## src/rtl/lsu_if.sv

```systemverilog
// lsu_if: bundles the LSU request, data-RAM bus and write-back signals.
// Latency: none, wiring only.
// Backpressure: req_ready/stall_o flow back to the EX stage; bus_ack paces the RAM side.
// Ports: slave = LSU view; master = pipeline + data RAM view.
interface lsu_if #(
  parameter int ADDR_W = 32
);
  // EX-stage request
  logic              req_valid;
  logic              req_ready;
  logic              stall_o;
  logic [3:0]        op;
  logic [ADDR_W-1:0] addr;
  logic [31:0]       data_i;
  logic              wreg_en;
  logic [4:0]        wreg_idx;

  // data-RAM bus
  logic              bus_req;
  logic              bus_we;
  logic [ADDR_W-1:0] bus_addr;
  logic [3:0]        bus_be;
  logic [31:0]       bus_wdata;
  logic              bus_ack;
  logic [31:0]       bus_rdata;

  // write-back result and exception flags
  logic              resp_valid;
  logic              wb_en;
  logic [4:0]        wb_idx;
  logic [31:0]       wb_data;
  logic              exc_misalign;
  logic              bus_err;

  modport slave (
    input  req_valid, op, addr, data_i, wreg_en, wreg_idx, bus_ack, bus_rdata,
    output req_ready, stall_o, bus_req, bus_we, bus_addr, bus_be, bus_wdata,
           resp_valid, wb_en, wb_idx, wb_data, exc_misalign, bus_err
  );

  modport master (
    output req_valid, op, addr, data_i, wreg_en, wreg_idx, bus_ack, bus_rdata,
    input  req_ready, stall_o, bus_req, bus_we, bus_addr, bus_be, bus_wdata,
           resp_valid, wb_en, wb_idx, wb_data, exc_misalign, bus_err
  );
endinterface

```

## src/rtl/lsu.sv

```systemverilog
// lsu: single-outstanding load/store unit between the EX stage and the data RAM.
// Latency: NOP/misalign trap 1 cycle accept->resp_valid; memory op 2 cycles plus bus wait states.
// Backpressure: req_ready only in IDLE; stall_o = req_valid & ~req_ready while an op is in flight.
// Ports: clk, rst (async active-low); io (lsu_if.slave) carries request, RAM bus and write-back.
// Params: ADDR_W address width; TIMEOUT max unacknowledged BUS cycles (1..255).
// Option: define LSU_MISALIGN_EXC_EN to trap misaligned half/word accesses; otherwise they are aligned down.
module lsu #(
  parameter int ADDR_W  = 32,
  parameter int TIMEOUT = 16
) (
  input logic  clk,
  input logic  rst,
  lsu_if.slave io
);

  localparam logic [7:0] TMO = 8'(TIMEOUT);

  localparam logic [3:0] OP_LB  = 4'd1;
  localparam logic [3:0] OP_LBU = 4'd2;
  localparam logic [3:0] OP_LH  = 4'd3;
  localparam logic [3:0] OP_LHU = 4'd4;
  localparam logic [3:0] OP_LW  = 4'd5;
  localparam logic [3:0] OP_SB  = 4'd6;
  localparam logic [3:0] OP_SH  = 4'd7;
  localparam logic [3:0] OP_SW  = 4'd8;

  typedef enum logic [1:0] {
    S_IDLE = 2'd0,
    S_BUS  = 2'd1,
    S_RESP = 2'd2
  } state_t;

  // Request fields captured on accept; everything downstream works off this copy.
  typedef struct packed {
    logic [3:0]        op;
    logic [ADDR_W-1:0] addr;
    logic [31:0]       dat;
    logic              wreg_en;
    logic [4:0]        wreg_idx;
  } req_t;

  // Access size in bytes; 0 means the op is not a memory access (NOP pass-through).
  function automatic logic [2:0] op_size(input logic [3:0] op);
    case (op)
      OP_LB, OP_LBU, OP_SB: op_size = 3'd1;
      OP_LH, OP_LHU, OP_SH: op_size = 3'd2;
      OP_LW, OP_SW:         op_size = 3'd4;
      default:              op_size = 3'd0;
    endcase
  endfunction

  function automatic logic op_store(input logic [3:0] op);
    op_store = (op == OP_SB) || (op == OP_SH) || (op == OP_SW);
  endfunction

  function automatic logic op_signed(input logic [3:0] op);
    op_signed = (op == OP_LB) || (op == OP_LH);
  endfunction

  state_t      state_q, state_d;
  req_t        req_q;
  logic [7:0]  wait_q;
  logic [7:0]  wait_inc;
  logic [31:0] rdata_q;
  logic        err_q;
  logic        mis_q;

  logic        accept;
  logic [2:0]  new_size;
  logic        new_mem;
  logic        new_mis;
  logic        timeout_hit;

  logic [2:0]  cur_size;
  logic        cur_store;
  logic        cur_signed;
  logic [1:0]  byte_ofs;
  logic [31:0] lane;
  logic [31:0] load_val;
  logic [3:0]  be;
  logic [31:0] wdata;

  assign accept   = io.req_valid && (state_q == S_IDLE);
  assign new_size = op_size(io.op);
  assign new_mem  = (new_size != 3'd0);

`ifdef LSU_MISALIGN_EXC_EN
  assign new_mis = ((new_size == 3'd2) && io.addr[0]) ||
                   ((new_size == 3'd4) && (io.addr[1:0] != 2'b00));
  assign io.exc_misalign = (state_q == S_RESP) && mis_q;
`else
  // Misaligned half/word accesses are aligned down by the lane logic below.
  assign new_mis = 1'b0;
  assign io.exc_misalign = 1'b0;
`endif

  assign io.stall_o = io.req_valid && !io.req_ready;

  // Ack takes priority: a timeout only fires on a cycle with no ack.
  assign wait_inc    = wait_q + 8'd1;
  assign timeout_hit = (state_q == S_BUS) && !io.bus_ack && (wait_inc == TMO);

  assign cur_size   = op_size(req_q.op);
  assign cur_store  = op_store(req_q.op);
  assign cur_signed = op_signed(req_q.op);

  // Byte lane of the access; half ignores addr[0] and word ignores addr[1:0].
  always_comb begin
    byte_ofs = 2'b00;
    case (cur_size)
      3'd1:    byte_ofs = req_q.addr[1:0];
      3'd2:    byte_ofs = {req_q.addr[1], 1'b0};
      default: byte_ofs = 2'b00;
    endcase
  end

  // Little-endian: lane 0 is rdata[7:0].
  assign lane = rdata_q >> {byte_ofs, 3'b000};

  always_comb begin
    load_val = lane;
    case (cur_size)
      3'd1:    load_val = {{24{cur_signed & lane[7]}}, lane[7:0]};
      3'd2:    load_val = {{16{cur_signed & lane[15]}}, lane[15:0]};
      default: load_val = lane;
    endcase
  end

  // Stores replicate the datum across every lane so the byte enables alone pick the target.
  always_comb begin
    be    = 4'b0000;
    wdata = 32'h0;
    case (cur_size)
      3'd1: begin
        be    = 4'b0001 << byte_ofs;
        wdata = {4{req_q.dat[7:0]}};
      end
      3'd2: begin
        be    = byte_ofs[1] ? 4'b1100 : 4'b0011;
        wdata = {2{req_q.dat[15:0]}};
      end
      3'd4: begin
        be    = 4'b1111;
        wdata = req_q.dat;
      end
      default: begin
        be    = 4'b0000;
        wdata = 32'h0;
      end
    endcase
  end

  always_ff @(posedge clk or negedge rst) begin
    if (!rst) begin
      state_q <= S_IDLE;
    end else begin
      state_q <= state_d;
    end
  end

  // Next state and all outputs; every output is gated by state so reset forces them low.
  always_comb begin
    state_d       = state_q;
    io.req_ready  = 1'b0;
    io.bus_req    = 1'b0;
    io.bus_we     = 1'b0;
    io.bus_addr   = '0;
    io.bus_be     = 4'b0000;
    io.bus_wdata  = 32'h0;
    io.resp_valid = 1'b0;
    io.wb_en      = 1'b0;
    io.wb_idx     = 5'd0;
    io.wb_data    = 32'h0;
    io.bus_err    = 1'b0;

    case (state_q)
      S_IDLE: begin
        io.req_ready = 1'b1;
        if (accept) begin
          state_d = (new_mem && !new_mis) ? S_BUS : S_RESP;
        end
      end

      S_BUS: begin
        io.bus_req   = 1'b1;
        io.bus_we    = cur_store;
        io.bus_addr  = {req_q.addr[ADDR_W-1:2], 2'b00};
        io.bus_be    = be;
        io.bus_wdata = cur_store ? wdata : 32'h0;
        if (io.bus_ack || timeout_hit) begin
          state_d = S_RESP;
        end
      end

      S_RESP: begin
        io.resp_valid = 1'b1;
        io.bus_err    = err_q;
        io.wb_idx     = req_q.wreg_idx;
        if (cur_size == 3'd0) begin
          io.wb_en   = req_q.wreg_en;
          io.wb_data = req_q.dat;
        end else if (!cur_store && !err_q && !mis_q) begin
          io.wb_en   = req_q.wreg_en;
          io.wb_data = load_val;
        end
        state_d = S_IDLE;
      end

      default: state_d = S_IDLE;
    endcase
  end

  // Request capture, wait counter and read-data capture. bus_ack is only looked at in BUS.
  always_ff @(posedge clk or negedge rst) begin
    if (!rst) begin
      req_q   <= '0;
      wait_q  <= 8'd0;
      rdata_q <= 32'h0;
      err_q   <= 1'b0;
      mis_q   <= 1'b0;
    end else begin
      if (accept) begin
        req_q.op       <= io.op;
        req_q.addr     <= io.addr;
        req_q.dat      <= io.data_i;
        req_q.wreg_en  <= io.wreg_en;
        req_q.wreg_idx <= io.wreg_idx;
        wait_q         <= 8'd0;
        err_q          <= 1'b0;
        mis_q          <= new_mis;
      end
      if (state_q == S_BUS) begin
        if (io.bus_ack) begin
          rdata_q <= io.bus_rdata;
        end else begin
          wait_q <= wait_inc;
          if (wait_inc == TMO) begin
            err_q <= 1'b1;
          end
        end
      end
    end
  end

endmodule

```

## src/flat_wrapper.sv

```systemverilog
// flat-port wrapper written by rule: the top's interface ports become plain ports
module lsu_flat 
#(
  parameter int ADDR_W  = 32,
  parameter int TIMEOUT = 16
)
  (clk, rst, io_req_valid, io_op, io_addr, io_data_i, io_wreg_en, io_wreg_idx, io_bus_ack, io_bus_rdata, io_req_ready, io_stall_o, io_bus_req, io_bus_we, io_bus_addr, io_bus_be, io_bus_wdata, io_resp_valid, io_wb_en, io_wb_idx, io_wb_data, io_exc_misalign, io_bus_err);
  lsu_if #(.ADDR_W(ADDR_W)) io_i ();
  input logic clk;
  input logic rst;
  input wire logic [$bits(io_i.req_valid)-1:0] io_req_valid;
  input wire logic [$bits(io_i.op)-1:0] io_op;
  input wire logic [$bits(io_i.addr)-1:0] io_addr;
  input wire logic [$bits(io_i.data_i)-1:0] io_data_i;
  input wire logic [$bits(io_i.wreg_en)-1:0] io_wreg_en;
  input wire logic [$bits(io_i.wreg_idx)-1:0] io_wreg_idx;
  input wire logic [$bits(io_i.bus_ack)-1:0] io_bus_ack;
  input wire logic [$bits(io_i.bus_rdata)-1:0] io_bus_rdata;
  output wire logic [$bits(io_i.req_ready)-1:0] io_req_ready;
  output wire logic [$bits(io_i.stall_o)-1:0] io_stall_o;
  output wire logic [$bits(io_i.bus_req)-1:0] io_bus_req;
  output wire logic [$bits(io_i.bus_we)-1:0] io_bus_we;
  output wire logic [$bits(io_i.bus_addr)-1:0] io_bus_addr;
  output wire logic [$bits(io_i.bus_be)-1:0] io_bus_be;
  output wire logic [$bits(io_i.bus_wdata)-1:0] io_bus_wdata;
  output wire logic [$bits(io_i.resp_valid)-1:0] io_resp_valid;
  output wire logic [$bits(io_i.wb_en)-1:0] io_wb_en;
  output wire logic [$bits(io_i.wb_idx)-1:0] io_wb_idx;
  output wire logic [$bits(io_i.wb_data)-1:0] io_wb_data;
  output wire logic [$bits(io_i.exc_misalign)-1:0] io_exc_misalign;
  output wire logic [$bits(io_i.bus_err)-1:0] io_bus_err;
  assign io_i.req_valid = io_req_valid;
  assign io_i.op = io_op;
  assign io_i.addr = io_addr;
  assign io_i.data_i = io_data_i;
  assign io_i.wreg_en = io_wreg_en;
  assign io_i.wreg_idx = io_wreg_idx;
  assign io_i.bus_ack = io_bus_ack;
  assign io_i.bus_rdata = io_bus_rdata;
  assign io_req_ready = io_i.req_ready;
  assign io_stall_o = io_i.stall_o;
  assign io_bus_req = io_i.bus_req;
  assign io_bus_we = io_i.bus_we;
  assign io_bus_addr = io_i.bus_addr;
  assign io_bus_be = io_i.bus_be;
  assign io_bus_wdata = io_i.bus_wdata;
  assign io_resp_valid = io_i.resp_valid;
  assign io_wb_en = io_i.wb_en;
  assign io_wb_idx = io_i.wb_idx;
  assign io_wb_data = io_i.wb_data;
  assign io_exc_misalign = io_i.exc_misalign;
  assign io_bus_err = io_i.bus_err;
  lsu #(.ADDR_W(ADDR_W), .TIMEOUT(TIMEOUT)) u_core (.clk(clk), .rst(rst), .io(io_i));
endmodule
```

## config.mk

```make
export PLATFORM = sky130hd
export DESIGN_NAME = lsu_flat
export DESIGN_NICKNAME = d
export VERILOG_FILES = /design/src/rtl/lsu_if.sv /design/src/rtl/lsu.sv /design/src/flat_wrapper.sv
export SDC_FILE = /design/constraint.sdc
export NUM_CORES = 1
export LEC_CHECK = 0
export ABC_AREA = 1
export BUFFER_PORTS_ARGS = -buffer_cell sky130_fd_sc_hd__buf_2
export CAP_MARGIN = 20
export CORE_MARGIN = 2
export CORE_UTILIZATION = 30
export CTS_CLUSTER_SIZE = 20
export DETAILED_ROUTE_END_ITERATION = 12
export GPL_TIMING_DRIVEN = 0
export SYNTH_ARGS = -nofsm -noshare
export SYNTH_HDL_FRONTEND = slang
export SYNTH_SLANG_ARGS = --single-unit
```

## constraint.sdc

```tcl
create_clock -name clk -period 2.6 [get_ports clk]
set_input_delay 0.39 -clock clk [delete_from_list [all_inputs] [get_ports clk]]
set_output_delay 0.39 -clock clk [all_outputs]
set_load 0.02 [all_outputs]
```

==> flow_summary.ini <==
[cts]
clockBufferDepth = 2
cts_inserted_buffers = 17
h-tree-depth = 4
cts_sinks = 117
clk_pin_slew_ps = 60
insertion_delay_ps = 430
cts-root-buf = clkbuf_16
cts_tree = yes

[setup_path]
max_stage_delay_ps = 420
critPathTopFamily = simple AND/OR/NAND/NOR gates
slowest_stage = dfrtp_1
cp.arrival_ps = 2710
cp_max_fo = 7
crit_type = reg2out
crit_required_ps = 2210
cp_common_cell = nand3_4
path_cells = inv_2 -> ha_4 -> nand2_4 -> nand3_4 -> nand3_4 -> nand2_4 -> nand2_4 -> buf_8 -> nand3_4 -> nand4_4 -> nand3_4 -> buf_6 -> nand2_2 -> a21oi_2 -> buf_4
startpoint_type = register
crit_buf_inv = 4
end_kind = output port

[detailed_routing]
drt_iter0_markers = 454
drt_drc_violations_left = 0
drt-total-wl_um = 24700
antenna_left = 0
routedWlPerCell_um = 17.4
vias = 6956
routed_via_density = 4.91
first_pass_iters = 6

[placed_design]
io_buffers = 219
dpl_cell_area_mm2 = 0.00818
place.gp.congestion = 0.902
placed_cells = 1352
place_hpwl_um = 18600

[layout]
layout_commonest_cell = buf_2
n_antenna_cell = 0
fin_util = 0.448
drive_above_1_share = 0.425
final_cell_mix = buf_2, nor2_1, dfrtp_1
num-nets-final = 1242
postLayoutCellArea_mm2 = 0.00980
area_delta_synth_final_pct = 46.4
finish.cell_count_without_fillers = 1416

[sta]
fmax_mhz = 322
skew_ps = 13.0
relSlewSlack = 0.536
tightestPinTransition_ps = 695
tns_ps = -24550
rsz0062_at_grt = yes
setup_viol_count_final = 69
setup_ws_ps = -503
drv_slew = 0
final-hold-violation-count = 0
min_period_ps = 3100
period_share = 1.19

[logic_synthesis]
ys_ff_latch = 117
avgSynthCellArea_um2 = 7.87
synthCells = 850
synth_area_mm2 = 0.00669
ys_seq_area_frac = 0.437
synthDistinctLibCells = 37
yosysWarnings = 0

[power_and_ir_drop]
power.density_mw_per_mm2 = 1590
totalPowerFinal_uw = 15500
p_leak_uw = 0.00496
vdd.ir_drop.worst_uv = 650

[global_routing]
gr-usage-met2 = 0.338
grt-busiest-layer = met2
grt_pass1_wl_um = 37800
use_met3 = 0.0496
grt_max_degree = 79
met1_usage = 0.276
grt_pass1_vias = 6792
antenna_found_initial = 2
gr-usage-all-layers = 0.208
grt_overflow = 0

[floorplan]
design.core.area_mm2 = 0.0219
dieWidth_um = 153
dieArea_mm2 = 0.0235
die_h_um = 153
ios = 223
start_util = 0.306
placementRows = 54

[job]
max_cap_viol_count = 0

[run_status]
run_status = finished, violations left
failed_checks = setup timing

[hold_path]
hp-class = in2reg
[power breakdown]
group / total [uW] / leakage [uW] / switching, uW / internal, uW
logic: 9740 / 0.00331 / 6010 / 3730
registers: 3290 / 0.00135 / 630 / 2660
clock network: 2500 / 0.000300 / 969 / 1530
total: 15500 / 0.00496 / 7610 / 7920
[kinds of logic (layout without fill, tap and decap cells)]
| family | Yosys count | in the layout | synth area share |
|---|---|---|---|
| other | 1 | 3 | 0.000560 |
| AO/OA/AOI/OAI | 197 | 197 | 0.155 |
| buffers and inverters | 149 | 433 | 0.0903 |
| adder cells (fa/ha/maj) | 9 | 9 | 0.0168 |
| flip-flops | 117 | 117 | 0.437 |
| XOR/XNOR | 4 | 4 | 0.00523 |
| multiplexers | 49 | 49 | 0.0824 |
| AND/OR/NAND/NOR | 324 | 324 | 0.212 |
[final timing paths]
path / from / slack (ps) / to / depth (start not counted)
max: u_core.req_q[71] / -500 / io_wb_data[31] / 15
min: io_bus_rdata[4] / 190 / u_core.rdata_q[4] / 2
max reg2reg: u_core.state_q[1] / 450 / u_core.req_q[7] / 6
min reg2reg: u_core.req_q[67] / 510 / u_core.req_q[67] / 2
max in group asynchronous: rst / 1380 / u_core.err_q / 3
min in group asynchronous: rst / 440 / u_core.rdata_q[18] / 2
[metrics by stage]
step,setup slack (ps),hold slack (ps)
2_1_floorplan,17.7,94.4
3_3_place_gp,-447,471
3_5_place_dp,-405,326
4_1_cts,-483,183
5_1_grt,-642,181
6_report,-503,189
[metal layers]
metal | share of wire | routed length, um | vias to the layer above
li1 | - | - | 3302
met4 | 0.020 | 503 | 4
met2 | 0.47 | 11600 | 299
met5 | 0.00097 | 24 | -
met3 | 0.073 | 1790 | 47
met1 | 0.44 | 10800 | 3304
[final cells by class]
cell class / instances / area (um^2)
Fill cell: 2237 / 12100
Buffer: 47 / 293
Sequential cell: 117 / 2930
Multi-Input combinational cell: 586 / 3620
Clock inverter: 15 / 190
Clock buffer: 17 / 425
Timing Repair Buffer: 252 / 1600
Tap cell: 280 / 350
Inverter: 102 / 393
[state kept, by name (all words and copies together), names as in the netlist]
| register | cells |
|---|---|
| u_core.state_q | 2 |
| u_core.req_q | 74 |
| u_core.err_q | 1 |
| u_core.rdata_q | 32 |
| u_core.wait_q | 8 |
[Yosys cell counts, drive strengths merged]
| master | instances | area share |
|---|---|---|
| a21oi | 106 | 0.085 |
| a31oi | 1 | 0.00094 |
| and2 | 1 | 0.00094 |
| buf | 14 | 0.015 |
| clkbuf | 33 | 0.019 |
| clkinv | 4 | 0.0022 |
| conb | 1 | 0.00056 |
| dfrtp | 117 | 0.44 |
| ha | 9 | 0.017 |
| inv | 98 | 0.055 |
| mux2 | 49 | 0.082 |
| nand2 | 133 | 0.083 |
| nand3 | 31 | 0.032 |
| nand4 | 4 | 0.0047 |
| nor2 | 150 | 0.087 |
| nor3 | 2 | 0.0015 |
| nor3b | 1 | 0.0011 |
| nor4 | 2 | 0.0019 |
| o211ai | 1 | 0.0019 |
| o21ai | 86 | 0.064 |
| o22ai | 2 | 0.0019 |
| o31ai | 1 | 0.0011 |
| xor2 | 4 | 0.0052 |
[repair_timing]
item                                   CTS  global route
cloned                                   2             0
endpoints found under the hold margin   39             0
setup endpoints to repair              101            71
buffers inserted                        24             5
hold buffers                             1             0
gates resized for setup                184            62
pin swaps                               42            29
[worst reg2reg max path: cells and delay by family (launching register included)]
kind | cells | cell delay [ps]
AO/OA/AOI/OAI | 1 | 70
flip-flops | 1 | 440
AND/OR/NAND/NOR | 3 | 870
buffers and inverters | 2 | 640
No activity file was read; power rests on OpenSTA's default activity.
